--- src/rtl/instr_fetch_buffer.sv ---
// instr_fetch_buffer: prefetching instruction fetch unit; a FIFO of {instr, pc} fed by a 1-cycle RAM,
// flushed on redirect/reset with an epoch tag so stale responses never enter the queue.
module instr_fetch_buffer #(
  parameter int DEPTH = 4
) (
  input  logic        clk,
  input  logic        rst,
  input  logic [6:0]  start_pc,
  input  logic        redirect,
  input  logic [6:0]  redirect_pc,
  output logic        imem_rd_en,
  output logic [6:0]  imem_addr,
  input  logic [31:0] imem_rdata,
  output logic [31:0] instr,
  output logic [6:0]  instr_pc,
  output logic        instr_valid,
  input  logic        instr_ready
);
  localparam int PW = $clog2(DEPTH);
  localparam int CW = PW + 1;
  logic [38:0]   mem [DEPTH];
  logic [PW-1:0] rd_ptr, wr_ptr;
  logic [CW-1:0] count;
  logic [CW:0]   occ;
  logic [6:0]    fetch_pc, inflight_pc;
  logic          inflight, inflight_epoch, epoch, head, pop, push, issue;
  assign head = (count != '0) & ~rst;
  assign instr_valid = head;
  assign {instr, instr_pc} = head ? mem[rd_ptr] : '0;
  assign pop = head & instr_ready & ~redirect;
  assign push = ~rst & ~redirect & inflight & (inflight_epoch == epoch);
  // occupancy counts the in-flight read so the FIFO can never overflow when it lands
  assign occ = (CW+1)'(count) + (CW+1)'(inflight) - (CW+1)'(pop);
  assign issue = ~rst & ~redirect & (occ < (CW+1)'(DEPTH));
  assign imem_rd_en = issue;
  assign imem_addr = fetch_pc;
  always_ff @(posedge clk)
    if (rst) begin
      fetch_pc <= start_pc;
      count    <= '0;
      rd_ptr   <= '0;
      wr_ptr   <= '0;
      inflight <= 1'b0;
      epoch    <= 1'b0;
    end else if (redirect) begin
      fetch_pc <= redirect_pc;
      count    <= '0;
      rd_ptr   <= '0;
      wr_ptr   <= '0;
      inflight <= 1'b0;
      epoch    <= ~epoch;
    end else begin
      if (issue) fetch_pc <= fetch_pc + 7'd1;
      inflight <= issue;
      if (push) wr_ptr <= wr_ptr + PW'(1);
      if (pop) rd_ptr <= rd_ptr + PW'(1);
      count <= count + CW'(push) - CW'(pop);
    end
  always_ff @(posedge clk) begin
    if (issue) begin
      inflight_pc    <= fetch_pc;
      inflight_epoch <= epoch;
    end
    if (push) mem[wr_ptr] <= {imem_rdata, inflight_pc};
  end
  always_ff @(posedge clk)
    if (!rst) assert (!(push && count == CW'(DEPTH)));
endmodule
--- config.mk ---
export PLATFORM = sky130hd
export DESIGN_NAME = instr_fetch_buffer
export DESIGN_NICKNAME = d
export VERILOG_FILES = /design/src/rtl/instr_fetch_buffer.sv
export SDC_FILE = /design/constraint.sdc
export NUM_CORES = 1
export LEC_CHECK = 0
export BUFFER_PORTS_ARGS = -buffer_cell sky130_fd_sc_hd__buf_2
export CAP_MARGIN = 20
export CORE_MARGIN = 5
export CORE_UTILIZATION = 30
export DETAILED_ROUTE_END_ITERATION = 16
export SETUP_SLACK_MARGIN = 0.2
export SLEW_MARGIN = 40
export SYNTH_ARGS = -nofsm -noshare
export SYNTH_HDL_FRONTEND = slang
export SYNTH_SLANG_ARGS = --single-unit
export TNS_END_PERCENT = 5
--- constraint.sdc ---
create_clock -name clk -period 3 [get_ports clk]
set_input_delay 0.3 -clock clk [delete_from_list [all_inputs] [get_ports clk]]
set_output_delay 0.3 -clock clk [all_outputs]
set_load 0.02 [all_outputs]
==> flow_metrics.tcl <==
set metrics [dict create \
    via_per_inst 4.461 \
    worstMarginPinSlew_ns 0.5196 \
    skew_ns 0.01081 \
    clk_pin_slew_ns 0.07 \
    yosysTopAreaCell "edfxtp_1" \
    initial_core_util_pct 30.51 \
    finalPower_mw 5.076 \
    crit_chain "nor3_4 -> and2b_2 -> nand2b_1 -> ha_4 -> nand3b_1 -> mux2_2 -> a32oi_2 -> nor2_2 -> buf_6" \
    cts.htree.levels 4 \
    wl_met1_um 6119 \
    layout-drive-gt1-share_pct 41.16 \
    fin_crit_ns 2.701 \
    netlist_top_cells_count "171 x edfxtp_1, 45 x and2_1, 39 x mux4_2, 15 x nor2_1" \
    status "completed" \
    cpMaxStageDelayCell "dfxtp_4" \
    route.met2.wl_um 6950 \
    wl_per_cell_um 17.24 \
    cp_max_fo 5 \
    hp-class "input port to flip-flop" \
    syn_inst 368 \
    syn_to_final_growth_pct 22.37 \
    crit_buf_inv 1 \
    antenna_found_initial 2 \
    dp_slack_ns 0.2804 \
    core_area_mm2 0.02354 \
    finalWorstSetupSlack_ns 0.2989 \
    drt_first_pass_iters 4 \
    path_class "flip-flop to output pin" \
    syn-cell-area_mm2 0.007182 \
    wirelength_um 14080 \
    grt_pass1_wl_um 22170 \
    worstPathArrival_ns 2.40 \
    routed.top_layer "met5" \
    synth_edf_count 171 \
    dieHeight_um 164.7 \
    maxCapViolCount 0 \
    fin_crit_sh_pct 90.04 \
    fin_setup_tns_ns 0 \
    drt_iter0_drc 155 \
    grt_start_max_net_pins 24 \
    peakVddDrop_v 0.0003787 \
    synth_most_common_cell "edfxtp_1" \
    detail-route-antenna-nets 0 \
    ys_types 33 \
    synth.area.top_cells "edfxtp_1 71%, mux4_2 12%, and2_1 3.9%, dfxtp_1 3.1%, ha_1 1.4%" \
    path_delay_family "simple AND/OR/NAND/NOR gates" \
    drc 0 \
    num_vias 3645 \
    synth_top_area_share_pct 71.50 \
    avgSynthCellArea_um2 19.52 \
    ys_seq_area_share_pct 74.56 \
    cts_buffer_depth 2 \
    synthArstFlopShare_pct 0 \
    leakage_nw 3.024 \
    max_stage_delay_ns 0.37 \
    final_cells 817 \
    clkLatencyLatePin_ns 0.42 \
    max_freq_mhz 370.2 \
    powerDensity_mw_per_mm2 577.6 \
    portBuffers 97 \
    n_fill_cell 2223 \
    ys_ff_latch 182 \
    fp-row-count 56 \
    ys.flop_type "edfxtp_1" \
    fp.dieArea_mm2 0.02713 \
    multi_input_area_mm2 0.001772 \
    root_buffer "clkbuf_16" \
    boundaryPins 98 \
    die_width_um 164.7 \
    cts_tree "built" \
    rsz0062_at_grt "no" \
    wl_met3_um 814 \
    antennaDiodeCount 0 \
    max_slew_margin_pct 65.28 \
    clock_sinks 182 \
    grt_pass1_vias 4031 \
    critPathLaunchType "flip-flop" \
    end_kind "output pin" \
    grt.total_usage_pct 10.86 \
    yosys_warnings 0 \
    syn_nets 427 \
    cts-buffers-inserted 17 \
    fin_area_mm2 0.008788 \
    final_hold_viol_count 0 \
    required_ns 2.70 \
    dp_cells 782 \
    dp_hpwl_um 9318 \
    globalplace.congestion 0.7809 \
    setup_viol 0 \
    overflow 0 \
    ctsHoldBuffers 0 \
    placed_cell_area_mm2 0.008147 \
    final_nets 544 \
    drv_slew 0 \
    seq_area_mm2 0.005369 \
]
-- worst register-to-register path: cells and delay by family, from the launching register on --
kind | cells | cell delay, ns
AND/OR/NAND/NOR | 5 | 0.86
flip-flops | 1 | 0.37
multiplexers | 1 | 0.29
AO/OA/AOI/OAI | 1 | 0.29
buffers and inverters | 1 | 0.16
adder cells (fa/ha/maj) | 1 | 0.15
-- registers in the layout (all words and copies together), names as in the netlist, named ones only --
| signal | flops |
|---|---|
| inflight_pc | 7 |
| wr_ptr | 2 |
| inflight_epoch | 1 |
| inflight | 1 |
| rd_ptr | 2 |
| imem_addr | 7 |
| mem | 156 |
| count | 3 |
| epoch | 1 |
-- report_power, final --
group	total [mW]	internal, mW	switching (mW)
Combinational	0.161	0.0710	0.0897
Sequential	2.83	2.81	0.0265
Clock	2.08	1.09	0.991
Total	5.08	3.97	1.11
-- cells by family after synthesis --
family	Yosys count	share of synthesized area, %
multiplexers	45	13.10
flip-flops	182	74.56
XOR/XNOR	12	1.463
adder cells (fa/ha/maj)	9	1.673
AO/OA/AOI/OAI	13	1.028
buffers and inverters	21	1.481
AND/OR/NAND/NOR	86	6.690
-- through the flow --
| stage | utilization, % | hold slack, ns |
|---|---|---|
| global route | 37.33 | 0.06750 |
| finish | 37.33 | 0.09261 |
| global placement | 34.49 | 0.4811 |
| detailed placement | 34.60 | 0.4954 |
| CTS | 37.10 | 0.06667 |
| floorplan | - | 0.3989 |
-- final timing paths --
kind | from | slack [ns] | to | cells past startpoint
min | imem_rdata[9] | 0.09 | mem[2][16] | 1
min reg2reg | inflight_pc[5] | 0.51 | mem[0][5] | 0
max reg2reg | count[0] | 0.61 | imem_addr[3] | 9
max | count[0] | 0.30 | imem_rd_en | 9
-- layout make-up --
cell class / instances / area share [%]
Sequential cell: 182 / 61.09
Multi-Input combinational cell: 165 / 20.16
Timing Repair Buffer: 114 / 7.560
Clock buffer: 17 / 4.841
Tap cell: 319 / 4.542
Clock inverter: 15 / 1.595
Inverter: 5 / 0.2136
-- cell usage in the layout, fill, tap and decap left out, drive strengths merged, types with 2 or more instances in the layout --
| cell | netlist | layout |
|---|---|---|
| mux4 | 39 | 39 |
| ha | 8 | 8 |
| nor3 | 2 | 2 |
| a21oi | 4 | 4 |
| mux2i | 4 | 4 |
| and2 | 45 | 45 |
| o21ai | 5 | 5 |
| clkinvlp | 0 | 4 |
| o22ai | 2 | 2 |
| clkinv | 0 | 5 |
| nor3b | 2 | 2 |
| nor2 | 15 | 15 |
| mux2 | 2 | 2 |
| inv | 5 | 11 |
| nand2b | 2 | 2 |
| nand2 | 10 | 10 |
| buf | 8 | 114 |
| edfxtp | 171 | 171 |
| xnor2 | 11 | 11 |
| nand3 | 4 | 4 |
| clkbuf | 8 | 17 |
| dfxtp | 11 | 11 |
-- layer usage --
layer  vias up  global-route usage, %
met1      1862                  13.42
met3        13                  3.644
li1       1668                      -
met2        98                  18.04
met5         -                      0
met4         4                  3.478
-- repair_timing --
action,CTS,global route
resized for setup,5,9
endpoints found under the setup margin,1,1
buffers inserted,0,3
pin swaps,0,2
No activity file was read; power rests on OpenSTA's default activity.
